`src/rtl/irq_arb_pkg.sv`:
```
// irq_arb_pkg: shared constants and FSM encoding for the request
// arbitration stage (irq_pend_arb4) and its priority encoder.
package irq_arb_pkg;

    localparam int N_REQ = 4;
    localparam int ID_W  = 2;

    typedef enum logic {
        ST_IDLE  = 1'b0,
        ST_OFFER = 1'b1
    } arb_state_t;

endpackage

```
`src/rtl/prio_enc2_4to2.sv`:
```
// prio_enc2_4to2: combinational 4-to-2 priority encoder, bit 3 highest.
//   in     [3:0]  request vector
//   id     [1:0]  index of the highest set bit (0 when none set)
//   valid         any bit of in set
module prio_enc2_4to2
    import irq_arb_pkg::*;
(
    input  logic [N_REQ-1:0] in,
    output logic [ID_W-1:0]  id,
    output logic             valid
);

    always_comb begin
        id = '0;
        if (in[3])      id = 2'd3;
        else if (in[2]) id = 2'd2;
        else if (in[1]) id = 2'd1;
        else            id = 2'd0;
    end

    assign valid = |in;

endmodule

```
`src/rtl/irq_pend_arb4.sv`:
```
// irq_pend_arb4: synchronises four async request lines, latches them into a
// pending register and offers the highest-priority unmasked pending bit as a
// 2-bit index over a valid/ready handshake.
//   clk, rst_n     clock, async active-low reset
//   req   [3:0]    async request lines (bit 3 highest priority)
//   mask  [3:0]    1 = excluded from arbitration (still latched)
//   irq_ready      consumer accepts the offered index
//   ovf_clr        clears the sticky overflow flag
//   irq_id [1:0]   registered offered index (holds last value when idle)
//   irq_valid      registered offer present
//   pend  [3:0]    registered pending bits
//   ovf            sticky: a request event hit an already-pending bit
// Build option: IRQ_PEND_EDGE_EN defined -> edge capture with overflow
// detection; undefined -> level capture, ovf tied low.
module irq_pend_arb4
    import irq_arb_pkg::*;
#(
    parameter int SYNC_STAGES = 2
) (
    input  logic             clk,
    input  logic             rst_n,
    input  logic [N_REQ-1:0] req,
    input  logic [N_REQ-1:0] mask,
    input  logic             irq_ready,
    input  logic             ovf_clr,
    output logic [ID_W-1:0]  irq_id,
    output logic             irq_valid,
    output logic [N_REQ-1:0] pend,
    output logic             ovf
);

    logic [N_REQ-1:0] req_s;
    logic [N_REQ-1:0] set;
    logic [N_REQ-1:0] clr;
    logic [ID_W-1:0]  enc_id;
    logic             enc_valid;
    arb_state_t       state;

    // Synchroniser chain; stage 0 samples the raw async input.
    for (genvar g = 0; g < SYNC_STAGES; g++) begin : g_sync
        logic [N_REQ-1:0] q;
        if (g == 0) begin : g_first
            always_ff @(posedge clk or negedge rst_n) begin
                if (!rst_n) q <= '0;
                else        q <= req;
            end
        end else begin : g_next
            always_ff @(posedge clk or negedge rst_n) begin
                if (!rst_n) q <= '0;
                else        q <= g_sync[g-1].q;
            end
        end
    end
    assign req_s = g_sync[SYNC_STAGES-1].q;

    // Only the offered index can be cleared, and only on a handshake.
    always_comb begin
        clr = '0;
        if (irq_valid && irq_ready) clr[irq_id] = 1'b1;
    end

`ifdef IRQ_PEND_EDGE_EN
    logic [N_REQ-1:0] req_s_d;

    always_ff @(posedge clk or negedge rst_n) begin
        if (!rst_n) req_s_d <= '0;
        else        req_s_d <= req_s;
    end

    assign set = req_s & ~req_s_d;

    // Overflow: a fresh event on a bit that stays pending. Set beats clear.
    always_ff @(posedge clk or negedge rst_n) begin
        if (!rst_n)                   ovf <= 1'b0;
        else if (|(set & pend & ~clr)) ovf <= 1'b1;
        else if (ovf_clr)             ovf <= 1'b0;
    end
`else
    logic unused_ovf_clr;

    assign set            = req_s;
    assign ovf            = 1'b0;
    assign unused_ovf_clr = ovf_clr;
`endif

    // Set wins over clear, so a held level request re-pends immediately.
    always_ff @(posedge clk or negedge rst_n) begin
        if (!rst_n) pend <= '0;
        else        pend <= set | (pend & ~clr);
    end

    prio_enc2_4to2 u_enc (
        .in    (pend & ~mask),
        .id    (enc_id),
        .valid (enc_valid)
    );

    // Offer FSM: the offer is frozen until accepted, regardless of new
    // higher-priority arrivals or mask changes.
    always_ff @(posedge clk or negedge rst_n) begin
        if (!rst_n) begin
            state     <= ST_IDLE;
            irq_valid <= 1'b0;
            irq_id    <= '0;
        end else begin
            case (state)
                ST_IDLE: begin
                    if (enc_valid) begin
                        irq_id    <= enc_id;
                        irq_valid <= 1'b1;
                        state     <= ST_OFFER;
                    end
                end
                ST_OFFER: begin
                    if (irq_ready) begin
                        irq_valid <= 1'b0;
                        state     <= ST_IDLE;
                    end
                end
                default: begin
                    irq_valid <= 1'b0;
                    state     <= ST_IDLE;
                end
            endcase
        end
    end

endmodule

```
`config.mk`:
```
export PLATFORM = sky130hd
export DESIGN_NAME = irq_pend_arb4
export DESIGN_NICKNAME = d
export VERILOG_FILES = /design/src/rtl/irq_arb_pkg.sv /design/src/rtl/prio_enc2_4to2.sv /design/src/rtl/irq_pend_arb4.sv
export SDC_FILE = /design/constraint.sdc
export NUM_CORES = 1
export LEC_CHECK = 0
export ABC_AREA = 1
export CAP_MARGIN = 20
export CORE_ASPECT_RATIO = 0.8
export CORE_UTILIZATION = 30
export DETAILED_ROUTE_END_ITERATION = 10
export PLACE_DENSITY = 0.58
export SLEW_MARGIN = 0
export SYNTH_ARGS = -nofsm -noshare
export SYNTH_HDL_FRONTEND = slang
export SYNTH_SLANG_ARGS = --single-unit
```
`constraint.sdc`:
```
create_clock -name clk -period 0.85 [get_ports clk]
set_input_delay 0.085 -clock clk [delete_from_list [all_inputs] [get_ports clk]]
set_output_delay 0.085 -clock clk [all_outputs]
set_load 0.01 [all_outputs]
```
==> impl_metrics.py, run 1 <==
metrics = {
    "floorplanning": {
        "die_height_um": 42.2,
        "dieArea_mm2": 0.00220,
        "core_area_mm2": 0.00189,
        "row_count": 14,
        "io_pins": 20,
        "die_width_um": 52.2,
        "start_util_pct": 32.0,
    },
    "worst_setup_path": {
        "crit_fanout": 5,
        "reg2reg_from": "pend[3]$_DFF_PN0_",
        "crit_arrival_ns": 1.20,
        "slowest_delay_ns": 0.41,
        "crit_buf_inv": 1,
        "crit_family": "flip-flops",
        "r2r-end": "irq_id[0]$_DFFE_PN0P_",
        "path_cells": "buf_6 -> nand2_4 -> nand2_4 -> nand2_4 -> nand2_4 -> nand2_2 -> nand2_1",
        "setup.worst_path.class": "flop to flop",
        "ff2ff_path_depth": 7,
        "crit_top_cell": "nand2_4",
        "cp-end-kind": "flop",
        "worstPathRequired_ns": 1.03,
        "start_kind": "flop",
        "reg2reg_slack_ns": -0.17,
        "crit_path_top_delay_cell": "dfrtp_1",
    },
    "logic_synthesis": {
        "synthDistinctLibCells": 14,
        "yosys.area.top_type": "dfrtp_1",
        "syn_nets": 71,
        "yosys_warnings": 0,
        "avgSynthCellArea_um2": 10.3,
        "ys_ff_latch": 16,
        "ys_seq_area_share_pct": 66.1,
        "syn_area_um2": 606,
        "synthCells": 59,
        "synth_top_area_share_pct": 66.1,
        "synth.top_cells.by_area": "dfrtp_1 (66%), nand2_1 (8.1%), inv_1 (6.8%)",
    },
    "finish": {
        "drive_gt1_share_pct": 37.8,
        "fin_area_um2": 948,
        "layout_common_cells": "dfrtp_1 (16), nand2_1 (12), inv_1 (11), clkdlybuf4s50_1 (10)",
        "nets": 103,
        "final_common_cell": "dfrtp_1",
        "antennaDiodeCount": 0,
        "area_growth_pct": 56.6,
    },
    "routing": {
        "wirelength_um": 1290,
        "wire_per_inst_um": 11.3,
        "drtIter0Drc": 2,
        "drc_errors": 0,
        "ant_nets": 0,
        "avgViaCountPerCell": 4.32,
        "num_vias": 492,
        "dr.pass1.iters": 3,
    },
    "pwr": {
        "leakage_nw": 0.471,
        "p_per_area_mw_per_mm2": 2730,
        "ir_drop_mv": 1.52,
    },
    "timing": {
        "fmax_mhz": 984,
        "hold_viol": 0,
        "finalSetupViolCount": 14,
        "min_period_ns": 1.02,
        "finalMaxSlewViolations": 0,
        "hold_slack_ns": 0.130,
        "finalClockSkew_ns": 0.00351,
        "grt_setup_unrepaired": "true",
        "period_share_pct": 120,
        "fin_ws_ns": -0.166,
    },
    "run_status": {
        "status": "complete, but fails checks",
        "violations": "negative setup slack",
    },
    "cts": {
        "clk_pin_slew_ns": 0.09,
        "cts_max_level": 1,
        "cts_buffers": 3,
        "clk_path_buf_depth": 2,
        "cts.sinks": 16,
        "cts_tree": "built",
        "clockRootBuffer": "clkbuf_4",
        "worstSkewPairLatency_ns": 0.28,
    },
    "global_route": {
        "grt_pass1_wl_um": 2170,
        "antenna_found_initial": 0,
        "grt_start_max_net_pins": 17,
        "gr-total-overflow": 0,
        "first_global_vias": 513,
        "grt_util_all_layers_pct": 13.8,
    },
    "placed_design": {
        "pre_cts_ws_ns": -0.255,
        "gp_congestion": 0.778,
        "port_buffers": 17,
        "postPlaceCellArea_um2": 856,
    },
    "flow_run": {
        "maxCapViolCount": 0,
    },
    "min_path": {
        "hold_class": "input pin to async pin",
    },
}
## flip-flops by register name, summed over array words and instances (netlist names)
signal	cells
pend	4
g_sync.q	8
state	1
irq_valid	1
irq_id	2
## metrics by stage
stage / std cells / setup TNS (ns) / power [mW] / util [%]
5_1_grt: 114 / -2.22 / 2.77 / 50.1
6_report: 114 / -1.32 / 2.59 / 50.1
3_3_place_gp: 105 / -2.46 / 1.91 / 45.2
2_1_floorplan: 59 / -0.118 / 1.45 / -
4_1_cts: 113 / -1.23 / 2.43 / 47.9
3_5_place_dp: 105 / -2.54 / 1.91 / 45.2
## report_power, final
part           switching, mW  internal (mW)
logic                  0.567          0.516
clock network          0.233          0.260
registers             0.0967          0.913
total                  0.896           1.69
## cells by family after synthesis
| kind of cell | share of synthesized area (%) |
|---|---|
| AND/OR/NAND/NOR | 18.6 |
| flip-flops | 66.1 |
| buffers and inverters | 8.68 |
| AO/OA/AOI/OAI | 5.99 |
| other | 0.619 |
## synth_stat cells
library cell and count:
inv_2 1, o21ai_0 3, nand3b_1 1, o211ai_1 1
nand3_1 4, conb_1 1, o21ai_1 1, dfrtp_1 16
nand2_4 1, o21ai_2 1, inv_1 11, nand2_1 13
buf_4 1, nand2_2 4
## worst reg2reg max path, cell delays in order (launching register included)
cell and delay [ns]:
dfrtp_1 0.41, buf_6 0.13, nand2_4 0.06, nand2_4 0.05, nand2_4 0.09, nand2_4 0.06, nand2_2 0.06, nand2_1 0.05
## per-layer routing
layer	vias to the layer above	routed length (um)	GRT usage, %
li1	235	-	-
met1	231	546	16.9
met2	22	612	21.8
met3	4	91	5.80
met4	0	36	4.74
met5	-	0	0
## how the worst max path moves through the flow
stage                                startpoint                    end  slack [ns]  depth (start not counted)
after floorplan               pend[2]$_DFF_PN0_  irq_id[0]$_DFFE_PN0P_       -0.04                          6
after global placement                  mask[1]  irq_id[0]$_DFFE_PN0P_       -0.24                          8
after detailed placement                mask[1]  irq_id[0]$_DFFE_PN0P_       -0.25                          8
after CTS                     pend[3]$_DFF_PN0_  irq_id[0]$_DFFE_PN0P_       -0.17                          7
after global routing      irq_valid$_DFFE_PN0P_      pend[0]$_DFF_PN0_       -0.24                          4
final                         pend[3]$_DFF_PN0_  irq_id[0]$_DFFE_PN0P_       -0.17                          7
## what timing repair did
| item | 4_1_cts | 5_1_grt |
|---|---|---|
| pin swaps | 4 | 4 |
| hold buffers | 0 | 0 |
| resized for setup | 33 | 8 |
| endpoints found under the setup margin | 15 | 15 |
| buffers inserted | 4 | 1 |
## final cells by class
cell class	instances	area [um2]
Sequential cell	16	400
Fill cell	187	943
Clock buffer	4	36.3
Multi-Input combinational cell	30	195
Timing Repair Buffer	28	241
Inverter	12	45.0
Tap cell	24	30.0
Power figures use the tool's default switching activity.
==> run 2: changes to the inputs <==
- CORE_ASPECT_RATIO: 0.8 -> default
- CORE_UTILIZATION: 30 -> 38
- PLACE_DENSITY: 0.58 -> 0.71
==> impl_metrics.py, run 2 (synthesis results as in run 1) <==
metrics = {
    "run_status": {
        "status": "complete, but fails checks",
        "violations": "negative setup slack",
    },
    "timing": {
        "fmax_mhz": 989,
        "period_share_pct": 119,
        "fin_ws_ns": -0.161,
        "finalSetupViolCount": 15,
        "min_period_ns": 1.01,
        "hold_viol": 0,
        "finalClockSkew_ns": 0.000620,
        "grt_setup_unrepaired": "true",
        "finalMaxSlewViolations": 0,
    },
    "global_route": {
        "first_global_vias": 483,
        "antenna_found_initial": 0,
        "grt_start_max_net_pins": 17,
        "grt_util_all_layers_pct": 16.1,
        "grt_pass1_wl_um": 2060,
        "gr-total-overflow": 0,
    },
    "finish": {
        "layout_common_cells": "dfrtp_1 (16), inv_1 (10), clkdlybuf4s50_1 (10), nand2_1 (9), buf_2 (7)",
        "nets": 103,
        "final_common_cell": "dfrtp_1",
        "area_growth_pct": 57.0,
        "regMostFlops": "g_sync.q",
        "fill_cells": 127,
        "drive_gt1_share_pct": 41.1,
        "fin_util_pct": 63.9,
        "antennaDiodeCount": 0,
        "reg.largest.list": "g_sync.q: 8 flops, pend: 4 flops, irq_id: 2 flops",
        "largest_reg_flops": 8,
        "fin_area_um2": 951,
    },
    "worst_setup_path": {
        "crit_buf_inv": 1,
        "worstPathRequired_ns": 1.03,
        "crit_path_top_delay_cell": "dfrtp_1",
        "crit_top_cell": "nand2_2",
        "cp-end-kind": "flop",
        "setup.worst_path.class": "flop to flop",
        "crit_family": "flip-flops",
        "start_kind": "flop",
        "crit_fanout": 4,
        "crit_arrival_ns": 1.19,
        "path_cells": "buf_6 -> nand2_2 -> nand2_2 -> nand2_4 -> nand2_2 -> nand2_1 -> nand2_1",
        "slowest_delay_ns": 0.41,
    },
    "floorplanning": {
        "io_pins": 20,
        "row_count": 14,
        "die_height_um": 41.9,
        "dieArea_mm2": 0.00176,
        "core_area_mm2": 0.00149,
        "start_util_pct": 40.7,
        "die_width_um": 41.9,
    },
    "pwr": {
        "leakage_nw": 0.475,
        "p_per_area_mw_per_mm2": 2710,
        "ir_drop_mv": 1.57,
    },
    "routing": {
        "dr.pass1.iters": 2,
        "drc_errors": 0,
        "ant_nets": 0,
        "num_vias": 482,
        "wirelength_um": 1190,
        "avgViaCountPerCell": 4.55,
        "drtIter0Drc": 3,
        "wire_per_inst_um": 11.2,
    },
    "cts": {
        "clockRootBuffer": "clkbuf_4",
        "clk_pin_slew_ns": 0.09,
        "clk_path_buf_depth": 2,
        "cts_buffers": 3,
        "cts_max_level": 1,
        "cts.sinks": 16,
        "hold_buffers": 0,
        "worstSkewPairLatency_ns": 0.28,
        "cts_tree": "built",
    },
    "flow_run": {
        "maxCapViolCount": 0,
    },
    "placed_design": {
        "port_buffers": 17,
        "dp_hpwl_um": 749,
        "gp_congestion": 0.759,
        "postPlaceCellArea_um2": 831,
    },
    "min_path": {
        "hold_class": "input pin to async pin",
    },
}
==> run 2: path summary, 6_finish.rpt <==
kind,start,to,slack [ns],cells past startpoint
hold / removal,rst_n,irq_id[0]$_DFFE_PN0P_,0.12,2
min in group clk,req[2],g_sync[0].q[2]$_DFF_PN0_,0.23,1
setup / recovery,pend[1]$_DFF_PN0_,irq_id[0]$_DFFE_PN0P_,-0.16,7
setup reg to reg,pend[1]$_DFF_PN0_,irq_id[0]$_DFFE_PN0P_,-0.16,7
max in group asynchronous,rst_n,pend[2]$_DFF_PN0_,0.61,2
hold reg to reg,g_sync[0].q[0]$_DFF_PN0_,g_sync[1].q[0]$_DFF_PN0_,0.35,0
==> run 2: repair_timing <==
action | CTS | global route
pin swaps | 12 | 6
resized for setup | 45 | 3
hold endpoints to repair | 0 | 0
setup endpoints to repair | 15 | 15
buffers inserted | 7 | 1
==> run 2: worst register-to-register path: stages (launching register included) <==
cell and delay, ns:
dfrtp_1 0.41, buf_6 0.13, nand2_2 0.05, nand2_2 0.06, nand2_4 0.09, nand2_2 0.07, nand2_1 0.07, nand2_1 0.05
==> run 2: area by class of cell <==
cell class	instances	area, um2	area share [%]
Clock buffer	4	36.3	3.82
Tap cell	16	20.0	2.11
Multi-Input combinational cell	30	196	20.7
Inverter	12	45.0	4.74
Sequential cell	16	400	42.1
Timing Repair Buffer	28	253	26.6
==> run 2: through the flow <==
step	setup slack [ns]	cells	hold slack [ns]	power, mW	setup TNS (ns)
after global routing	-0.213	106	0.117	2.75	-1.90
final	-0.161	106	0.121	2.58	-1.24
after global placement	-0.234	95	0.332	1.87	-2.45
after detailed placement	-0.237	95	0.336	1.89	-2.48
after CTS	-0.147	106	0.112	2.53	-1.39
after floorplan	-0.0370	59	-0.211	1.45	-0.118
==> run 2: metal layers <==
layer | wire length (um) | track usage (%)
met5 | 0 | 0
met4 | 15 | 13.5
met1 | 506 | 20.9
met3 | 60 | 1.30
met2 | 608 | 24.4
==> run 2: power by group <==
group          switching [mW]  internal, mW
clock network           0.230         0.261
logic                   0.544         0.537
registers              0.0920         0.913
==> run 3: changes to the inputs <==
- CORE_MARGIN: default -> 2
==> impl_metrics.py, run 3 (synthesis results as in run 1) <==
metrics = {
    "timing": {
        "period_share_pct": 125,
        "fin_ws_ns": -0.210,
        "min_period_ns": 1.06,
        "hold_viol": 0,
        "finalMaxSlewViolations": 0,
        "fmax_mhz": 943,
        "finalClockSkew_ns": 0.0112,
        "hold_slack_ns": 0.112,
        "finalSetupViolCount": 15,
        "grt_setup_unrepaired": "true",
        "setup-tns-final_ns": -1.48,
    },
    "worst_setup_path": {
        "setup.worst_path.class": "flop to flop",
        "crit_buf_inv": 2,
        "cp-end-kind": "flop",
        "worstPathRequired_ns": 1.04,
        "crit_top_cell": "nand2_2",
        "path_cells": "buf_6 -> buf_4 -> nand3_1 -> nand2_1 -> nand2_2 -> nand2_2",
        "crit_path_top_delay_cell": "dfrtp_1",
        "slowest_delay_ns": 0.39,
        "crit_arrival_ns": 1.25,
        "start_kind": "flop",
        "crit_fanout": 2,
        "crit_family": "flip-flops",
    },
    "floorplanning": {
        "core_area_mm2": 0.00151,
        "io_pins": 20,
        "start_util_pct": 40.2,
        "die_width_um": 43.9,
        "row_count": 14,
        "dieArea_mm2": 0.00193,
        "die_height_um": 43.9,
    },
    "pwr": {
        "swShare_pct": 34.8,
        "p_per_area_mw_per_mm2": 2790,
        "intPower_mw": 1.75,
        "power_frac_seq_pct": 37.3,
        "p_comb_share_pct": 44.5,
        "power.share.clock_pct": 18.2,
        "leakage_nw": 0.482,
        "switchingPower_mw": 0.936,
        "ir_drop_mv": 1.34,
    },
    "routing": {
        "wirelength_um": 1360,
        "wire_per_inst_um": 12.7,
        "drtIter0Drc": 2,
        "ant_nets": 0,
        "drc_errors": 0,
        "dr.pass1.iters": 4,
        "avgViaCountPerCell": 4.70,
        "num_vias": 503,
    },
    "finish": {
        "drive_gt1_share_pct": 41.8,
        "reg.largest.list": "g_sync.q: 8 flops, pend: 4 flops, irq_id: 2 flops",
        "layout_common_cells": "dfrtp_1 (16), inv_1 (11), clkdlybuf4s50_1 (10), nand2_1 (8), buf_2 (7)",
        "regMostFlops": "g_sync.q",
        "antennaDiodeCount": 0,
        "instances_no_fill": 107,
        "area_growth_pct": 58.9,
        "fin_util_pct": 63.9,
        "largest_reg_flops": 8,
        "nets": 104,
        "final_common_cell": "dfrtp_1",
    },
    "cts": {
        "cts_buffers": 3,
        "hold_buffers": 0,
        "clk_path_buf_depth": 2,
        "cts_tree": "built",
        "cts.sinks": 16,
        "worstSkewPairLatency_ns": 0.29,
        "clockRootBuffer": "clkbuf_4",
        "clk_pin_slew_ns": 0.09,
        "cts_max_level": 1,
    },
    "flow_run": {
        "maxCapViolCount": 0,
    },
    "global_route": {
        "grt_util_all_layers_pct": 15.6,
        "first_global_vias": 500,
        "grt_start_max_net_pins": 17,
        "grt_pass1_wl_um": 2100,
        "antenna_found_initial": 0,
        "gr-total-overflow": 0,
    },
    "min_path": {
        "hold_class": "input pin to async pin",
    },
    "placed_design": {
        "gp_congestion": 0.726,
        "port_buffers": 17,
        "place_inst": 97,
        "dp_hpwl_um": 792,
    },
    "run_status": {
        "status": "complete, but fails checks",
        "violations": "negative setup slack",
    },
}
run 3: changes by cell type in the layout (fill, tap and decap cells not counted), sizes merged:
cell	delta
buf	+1
run 3: area by class of cell:
cell class	instances	area, um2
clock buffer	4	36.3
fill	142	544
inverter	12	45.0
multi-input combinational	30	204
sequential	16	400
tap	16	20.0
timing repair buffer	29	256
run 3: final timing paths:
check                                          from                  endpoint  slack [ns]  cells after the start
max                               pend[1]$_DFF_PN0_     irq_id[0]$_DFFE_PN0P_       -0.21                      6
min                                           rst_n  g_sync[1].q[3]$_DFF_PN0_        0.11                      2
max reg2reg                       pend[1]$_DFF_PN0_     irq_id[0]$_DFFE_PN0P_       -0.21                      6
min reg2reg                g_sync[0].q[0]$_DFF_PN0_  g_sync[1].q[0]$_DFF_PN0_        0.35                      0
max in group asynchronous                     rst_n  g_sync[0].q[1]$_DFF_PN0_        0.61                      2
min in group clk                             req[3]  g_sync[0].q[3]$_DFF_PN0_        0.23                      1
run 3: per-stage QoR:
step | setup slack (ns) | total power [mW] | area [um2]
3_3_place_gp | -0.237 | 1.92 | 846
2_1_floorplan | -0.0370 | 1.45 | 606
5_1_grt | -0.245 | 2.86 | 962
4_1_cts | -0.169 | 2.59 | 947
6_report | -0.210 | 2.69 | 962
3_5_place_dp | -0.265 | 1.95 | 846
run 3: power by group through the flow:
| stage | combinational [mW] | sequential (mW) | clock, mW |
|---|---|---|---|
| 2_1_floorplan | 0.370 | 1.08 | 0 |
| 3_3_place_gp | 0.913 | 1.01 | 0 |
| 3_5_place_dp | 0.933 | 1.02 | 0 |
| 4_1_cts | 1.08 | 0.995 | 0.513 |
| 5_1_grt | 1.28 | 1.02 | 0.560 |
| 6_report | 1.19 | 1.00 | 0.490 |
run 3: repair_timing:
item	4_1_cts	5_1_grt
setup buffers	6	1
endpoints found under the setup margin	15	15
pin swaps	9	7
resized for setup	43	5
run 3: routing by layer:
layer	vias to the layer above	global-route usage, %	wire [um]
met5	-	0	0
met4	0	9.09	51
met3	6	3.75	85
met2	21	27.6	720
met1	237	16.7	500
li1	239	-	-
